File: config.mk
export PLATFORM = sky130hd
export DESIGN_NAME = netled_status
export DESIGN_NICKNAME = d
export VERILOG_FILES = /design/src/rtl/netled_pkg.sv /design/src/rtl/netled_chan.sv /design/src/rtl/netled_status.sv
export SDC_FILE = /design/constraint.sdc
export NUM_CORES = 1
export LEC_CHECK = 0
export BUFFER_PORTS_ARGS = -buffer_cell sky130_fd_sc_hd__clkbuf_2
export CELL_PAD_IN_SITES_DETAIL_PLACEMENT = 0
export CELL_PAD_IN_SITES_GLOBAL_PLACEMENT = 1
export CORE_AREA = 2 2 117 85
export DETAILED_ROUTE_END_ITERATION = 8
export DIE_AREA = 0 0 119 87
export PLACE_DENSITY_LB_ADDON = 0.3
export SKIP_LAST_GASP = 1
export SYNTH_ARGS = -nofsm -noshare
export SYNTH_HDL_FRONTEND = slang
export SYNTH_SLANG_ARGS = --single-unit
File: constraint.sdc
create_clock -name i_clk -period 5.5 [get_ports i_clk]
set_input_delay 1.375 -clock i_clk [delete_from_list [all_inputs] [get_ports i_clk]]
set_output_delay 1.375 -clock i_clk [all_outputs]
set_load 0.02 [all_outputs]
File: src/rtl/netled_pkg.sv
// Shared definitions for the Ethernet link/activity LED driver.
package netled_pkg;

  // Width of the per-channel tick countdown.
  localparam int NL_CNTW = 8;

  // Per-channel blink state.
  typedef enum logic [1:0] {
    ST_IDLE = 2'd0,
    ST_ON   = 2'd1,
    ST_OFF  = 2'd2
  } nl_state_e;

  // A configured duration of zero ticks is promoted to one tick.
  function automatic logic [NL_CNTW-1:0] nl_min1(input logic [NL_CNTW-1:0] v);
    logic [NL_CNTW-1:0] r;
    if (v == {NL_CNTW{1'b0}}) begin
      r = {{(NL_CNTW-1){1'b0}}, 1'b1};
    end else begin
      r = v;
    end
    return r;
  endfunction

endpackage

File: src/rtl/netled_chan.sv
// One activity-LED channel: IDLE/ON/OFF blink sequencer with a tick
// countdown and a single-bit "another blink wanted" flag.
module netled_chan
  import netled_pkg::*;
#(
  parameter logic [NL_CNTW-1:0] ON_TICKS  = 8'd50,
  parameter logic [NL_CNTW-1:0] OFF_TICKS = 8'd50
) (
  input  logic clk,
  input  logic reset,
  input  logic tick,
  input  logic ev,
  input  logic link_up,
  output logic led_on
);

  localparam logic [NL_CNTW-1:0] ON_EFF  = nl_min1(ON_TICKS);
  localparam logic [NL_CNTW-1:0] OFF_EFF = nl_min1(OFF_TICKS);
  localparam logic [NL_CNTW-1:0] CNT_ONE = {{(NL_CNTW-1){1'b0}}, 1'b1};

  nl_state_e            state_r, state_s;
  logic [NL_CNTW-1:0]   count_r, count_s;
  logic                 pending_r, pending_s;

  // Next-state, countdown and pending-flag computation.
  always_comb begin
    state_s   = state_r;
    count_s   = count_r;
    pending_s = pending_r;
    if (!link_up) begin
      // Link loss abandons any blink in progress and any queued one.
      state_s   = ST_IDLE;
      count_s   = {NL_CNTW{1'b0}};
      pending_s = 1'b0;
    end else begin
      case (state_r)
        ST_IDLE: begin
          if (ev) begin
            // The tick on this cycle (if any) is not counted.
            state_s   = ST_ON;
            count_s   = ON_EFF;
            pending_s = 1'b0;
          end else begin
            state_s   = ST_IDLE;
          end
        end
        ST_ON: begin
          pending_s = pending_r | ev;
          if (tick && (count_r == CNT_ONE)) begin
            state_s = ST_OFF;
            count_s = OFF_EFF;
          end else if (tick) begin
            count_s = count_r - CNT_ONE;
          end else begin
            count_s = count_r;
          end
        end
        ST_OFF: begin
          if (tick && (count_r == CNT_ONE)) begin
            // Gap expired: an event on this very cycle also restarts.
            if (pending_r || ev) begin
              state_s   = ST_ON;
              count_s   = ON_EFF;
              pending_s = 1'b0;
            end else begin
              state_s   = ST_IDLE;
              count_s   = {NL_CNTW{1'b0}};
              pending_s = 1'b0;
            end
          end else if (tick) begin
            count_s   = count_r - CNT_ONE;
            pending_s = pending_r | ev;
          end else begin
            pending_s = pending_r | ev;
          end
        end
        default: begin
          state_s   = ST_IDLE;
          count_s   = {NL_CNTW{1'b0}};
          pending_s = 1'b0;
        end
      endcase
    end
  end

  assign led_on = (state_s == ST_ON);

  // State registers with synchronous reset.
  always_ff @(posedge clk) begin
    if (reset) begin
      state_r   <= ST_IDLE;
      count_r   <= {NL_CNTW{1'b0}};
      pending_r <= 1'b0;
    end else begin
      state_r   <= state_s;
      count_r   <= count_s;
      pending_r <= pending_s;
    end
  end

endmodule

File: src/rtl/netled_status.sv
// Per-port 10GbE link/activity LED driver: shared fractional timebase,
// one blink sequencer per port, lamp-test override and output registers.
module netled_status
  import netled_pkg::*;
#(
  parameter int                 NLINKS    = 4,
  parameter logic [31:0]        TICK_STEP = 32'd42950,
  parameter logic [NL_CNTW-1:0] ON_TICKS  = 8'd50,
  parameter logic [NL_CNTW-1:0] OFF_TICKS = 8'd50
) (
  input  logic              i_clk,
  input  logic              i_reset,
  input  logic [NLINKS-1:0] i_link_up,
  input  logic [NLINKS-1:0] i_rx_stb,
  input  logic [NLINKS-1:0] i_tx_stb,
  input  logic              i_lamp_test,
  output logic [NLINKS-1:0] o_linkup,
  output logic [NLINKS-1:0] o_activity
);

  logic [31:0]       acc_r;
  logic              tick_r;
  logic [NLINKS-1:0] ev_s;
  logic [NLINKS-1:0] led_on_s;

  // Strobes only count while the port's link is up.
  assign ev_s = (i_rx_stb | i_tx_stb) & i_link_up;

  // Fractional accumulator; its carry-out is the one-cycle tick.
  always_ff @(posedge i_clk) begin
    if (i_reset) begin
      acc_r  <= 32'd0;
      tick_r <= 1'b0;
    end else begin
      {tick_r, acc_r} <= {1'b0, acc_r} + {1'b0, TICK_STEP};
    end
  end

  for (genvar k = 0; k < NLINKS; k++) begin : g_chan
    netled_chan #(
      .ON_TICKS (ON_TICKS),
      .OFF_TICKS(OFF_TICKS)
    ) u_chan (
      .clk    (i_clk),
      .reset  (i_reset),
      .tick   (tick_r),
      .ev     (ev_s[k]),
      .link_up(i_link_up[k]),
      .led_on (led_on_s[k])
    );
  end

  // LED output registers with lamp-test override.
  always_ff @(posedge i_clk) begin
    if (i_reset) begin
      o_linkup   <= {NLINKS{1'b0}};
      o_activity <= {NLINKS{1'b0}};
    end else if (i_lamp_test) begin
      o_linkup   <= {NLINKS{1'b1}};
      o_activity <= {NLINKS{1'b1}};
    end else begin
      o_linkup   <= i_link_up;
      o_activity <= led_on_s;
    end
  end

endmodule

* After elaboration in Yosys (flattened, before gate mapping)
Cells that the tools add are included.
Widths: inputs -> output; s select.
** Cells by class
- Divide/modulo/power cells :: 0
- Shift operators :: 0
- Add/sub/neg operators :: 5
- Bitwise gates (word level) :: 10
- $mul :: 0
- Mux-type cells :: 62
- Reduce and logical (&&, ||, !) cells :: 16
- Eq/ne operators :: 20
- Order comparisons :: 0
** Operator list (number)
- $mux 8 :: 16
- $pmux 8 s3 :: 4
- $add 32x16->33 const B :: 1
- $eq 8x1->1 const B :: 4
- $sub 8x1->8 const B :: 4
- $mux 2 :: 12
- $mux 6 :: 4
- $pmux 2 s3 :: 4
- $eq 2x1->1 const B :: 8
- $mux 1 :: 16
- $pmux 1 s3 :: 4
- $eq 2x2->1 const B :: 4
- $logic_not 2->1 :: 4
- $mux 4 :: 2
- $ne 2x2->1 const B :: 4
- $reduce_or 2->1 :: 4
- $and 4x4->4 :: 1
- $logic_and 1x1->1 :: 4
- $logic_or 1x1->1 :: 4
- $not 1->1 :: 4
- $or 1x1->1 :: 4
- $or 4x4->4 :: 1
** Word-level totals
- Logic and storage cells :: 129
- Bits in latches :: 0
- Bits in writable memories :: 0
- Memories kept :: 0
- Memory bits (read-only) :: 0
- Flip-flop bits (word level) :: 85

* Logic depth before layout (Yosys ltp)
- Depth after elaboration :: 9
- Depth in mapped cells :: 8
- Mapped depth without buffers :: 7

* By module
From an unflattened synthesis, not the netlist that was laid out.
** Second synthesis, totals
- Cells, all modules :: 510
- Area, all modules :: 4790.8 µm²
** By module, submodules not included
- netled_chan :: area each 737.0 µm², cells each 78, instances 4, seq. area each 220.2 µm²
- netled_status :: area each 1843.0 µm², cells each 198, instances 1, seq. area each 800.8 µm²

* Worst setup path before layout
Ideal clock, no wire load.
- Path kind :: in2reg
- From :: input port i_reset
- To :: register g_chan[0].u_chan.count_r[5]
- Stages on the path :: 6
- Required time :: 5.441 ns
- Setup slack :: 2.747 ns
- Arrival time :: 2.694 ns
- Path buffers :: 1
- Cell sequence :: clkbuf_1 or3b_2 a21oi_1 o311ai_1 a31oi_1 a221o_1
** Between the ends
- Longest elaborated chain between the ends :: 1
** Ends and longest elaborated chain
- start: declaration :: line netled_status.sv:12 : input logic i_reset,
- $reduce_or 2->1 (no line)
- end signal: assignment :: line netled_chan.sv:92 : count_r <= {NL_CNTW{1'b0}};
- end signal: assignment :: line netled_chan.sv:96 : count_r <= count_s;
- end: declaration :: line netled_chan.sv:22 : logic [NL_CNTW-1:0] count_r, count_s;
No other way between the ends.
A chain may end at the register's enable or synchronous reset.

* Final worst setup path
Same ends and word-level chain as after synthesis.

==> impl_metrics.py <==
metrics = {
    "run_status": {
        "status": "completed",
    },
    "critical_path": {
        "cp_max_fo": 44,
        "critPathLaunchType": "primary input",
        "required_ps": 5780,
        "critPathKind": "primary input to flop",
        "critPathCaptureType": "flop",
        "arrival_ps": 3100,
    },
    "floorplanning": {
        "dieArea_um2": 10400,
        "start_util_pct": 47.9,
        "row_count": 30,
        "ios": 23,
        "die_y_um": 87,
        "die_width_um": 119,
        "core-area_um2": 9350,
    },
    "sta": {
        "timing.fmax_mhz": 355,
        "finClkSkew_ps": 5.23,
        "setup_viol": 0,
        "hold_viol_final": 0,
        "worst_pin_slew_ps": 1210,
        "timing.hold.ws_ps": 460,
        "relSlewSlack_pct": 18.5,
        "grt_setup_unrepaired": "no",
        "period_needed_ps": 2820,
        "setup_tns_ps": 0,
        "report.final.slew_viol_count": 0,
        "fin_crit_sh_pct": 51.3,
    },
    "clocking": {
        "post-cts-setup-buffers": 0,
        "clk_pin_slew_ps": 60,
        "post_cts_resized": 0,
        "cts_buffers": 9,
        "htreeDepth": 3,
        "cts.path.max_buffers": 2,
        "clk_latency_ps": 330,
        "cts_tree": "built",
        "cts_hold_buf": 0,
        "cts_sinks": 84,
        "cts-root-buf": "clkbuf_16",
    },
    "yosys": {
        "synth_edf_count": 0,
        "syn-cell-area_um2": 4480,
        "synth.avg_cell_area_um2": 8.30,
        "synth-main-ff-cell": "dfxtp_1",
        "synth.distinct_cells": 67,
        "yosys_register_bits": 84,
        "synth_area_leaders": "dfxtp_1 (38%), nor2_1 (7.2%), ha_1 (7.0%)",
        "synthesis.nets": 579,
        "async_flop_share_pct": 0,
        "syn_inst": 539,
        "synth_top_area_cell": "dfxtp_1",
        "ys_seq_area_share_pct": 37.6,
        "yosysWarningCount": 0,
        "yosysTopAreaCellShare_pct": 37.6,
    },
    "placed_design": {
        "gp_congestion": 0.858,
        "dp_cells": 677,
        "placed_area_um2": 4710,
        "port_buffers": 22,
        "place_hpwl_mm": 6.87,
    },
    "drt": {
        "drt.antenna.violating_nets": 0,
        "wirelength_mm": 9.58,
        "vias_per_cell": 5.53,
        "first_pass_iters": 5,
        "drc": 0,
        "vias": 3834,
        "first_iter_violations": 266,
        "routedWlPerCell_um": 13.8,
    },
    "global_route": {
        "grt_use_total_pct": 19.8,
        "antenna_found_initial": 0,
        "grt_pass1_wl_mm": 16.7,
        "grt_max_degree": 45,
        "overflow": 0,
        "grt_pass1_vias": 3570,
    },
    "final_layout": {
        "instances_no_fill": 693,
        "final_cell_area_um2": 4990,
        "nFillCells": 876,
        "fin_nets": 600,
        "diodes": 0,
        "area_growth_pct": 11.5,
        "drive_above_1_share_pct": 8.85,
    },
    "pwr": {
        "p_leak_nw": 1.84,
        "power_per_cell_area_nw_per_um2": 288,
        "peakVddDrop_uv": 145,
    },
    "job": {
        "maxCapViolations": 0,
    },
    "min_path": {
        "hp-class": "flop to flop",
    },
}
-- critical path, stage by stage --
cell	delay, ps
clkbuf_2	80
buf_4	260
or3b_2	510
a21oi_1	330
o311ai_1	220
a31oi_1	190
a221o_1	130
-- metal layers --
layer | GRT usage [%] | vias up | routed length (um)
met2 | 31.6 | 76 | 4170
met5 | 0 | - | 0
met3 | 4.45 | 11 | 376
met4 | 6.49 | 0 | 140
li1 | - | 1965 | -
met1 | 26.9 | 1782 | 4890
-- worst paths after layout --
path	start	end	slack, ps	cells after the start
worst min-delay path	acc_r[31]	tick_r	460	2
worst max register to register	tick_r	o_activity[2]	3030	6
worst max-delay path	i_reset	g_chan[0].u_chan.count_r[5]	2680	7
worst min register to register	acc_r[31]	tick_r	460	2
-- synth_stat cells (2+ instances only) --
cell / instances
ha_1: 25
and3_1: 2
nor2b_1: 7
a21boi_0: 2
nand2_1: 35
or4_1: 2
nor3_1: 16
nand3_1: 16
a211oi_1: 3
o21ai_0: 32
a22o_1: 4
or3_1: 4
a31oi_1: 8
xor2_1: 28
and2_1: 2
nand4b_1: 4
nor3b_1: 5
a221o_1: 2
clkbuf_1: 10
a41oi_1: 2
nand2b_1: 7
o2111ai_1: 8
o22a_1: 2
nand4_1: 5
o21a_1: 5
a2111oi_2: 2
inv_1: 28
nor4_1: 4
or4b_1: 2
a21oi_1: 35
buf_1: 2
o211ai_1: 8
o21bai_1: 2
xnor2_1: 11
dfxtp_1: 84
nor2_1: 86
o31ai_1: 4
a21o_1: 3
nand3b_1: 4
-- layout make-up --
cell class,count,area [um2],share of cell area (%)
Multi-Input combinational cell,412,2630,52.7
Sequential cell,84,1680,33.7
Clock buffer,12,236,4.74
Tap cell,128,160,3.21
Timing Repair Buffer,24,125,2.51
Inverter,29,109,2.18
Clock inverter,4,50.0,1.00
-- sequential cells by signal (all words and copies together), names as in the netlist --
signal	cells
g_chan.u_chan.state_r	8
acc_r	31
o_linkup	4
g_chan.u_chan.count_r	32
o_activity	4
g_chan.u_chan.pending_r	4
tick_r	1
-- placed cells by master, fill, tap and decap left out, drive strengths merged, types with 3 or more instances in the layout --
cell     count
ha          25
xor2        28
o2111ai      8
a21o         4
or3          4
xnor2       11
nand4b       4
nand4        5
nor4         5
clkbuf      34
nor2        86
a211oi       3
nand3       16
a21oi       35
nor3b        5
dfxtp       84
nor3        17
nand3b       4
o31ai        4
a31oi        9
o21ai       33
nand2       35
inv         28
nor2b        7
o211ai       8
nand2b       7
o21a         5
a22o         4
a2111oi      4
-- power breakdown --
part / internal, W / leakage, nW / switching [W]
sequential: 0.000645 / 0.686 / 0.0000363
combinational: 0.0000644 / 1.03 / 0.0000968
clock: 0.000352 / 0.133 / 0.000241
-- cells by family (layout without fill, tap and decap cells) --
group,count (synthesis),after routing,share of synthesized area [%]
compound gates,138,138,21.2
xor+xnor,39,39,7.63
fa+ha+maj,25,25,6.99
buf+inv,43,69,3.66
flops,84,84,37.6
simple gates,210,210,23.0
-- stage by stage --
| step | total power (W) | setup WS, ps | util, % |
|---|---|---|---|
| 6_report | 0.00144 | 2680 | 53.4 |
| 2_1_floorplan | 0.000811 | 2750 | - |
| 5_1_grt | 0.00150 | 2530 | 53.4 |
| 4_1_cts | 0.00145 | 2710 | 53.4 |
| 3_3_place_gp | 0.000851 | 2440 | 50.3 |
| 3_5_place_dp | 0.000853 | 2370 | 50.3 |
No activity file was read; power rests on OpenSTA's default activity.
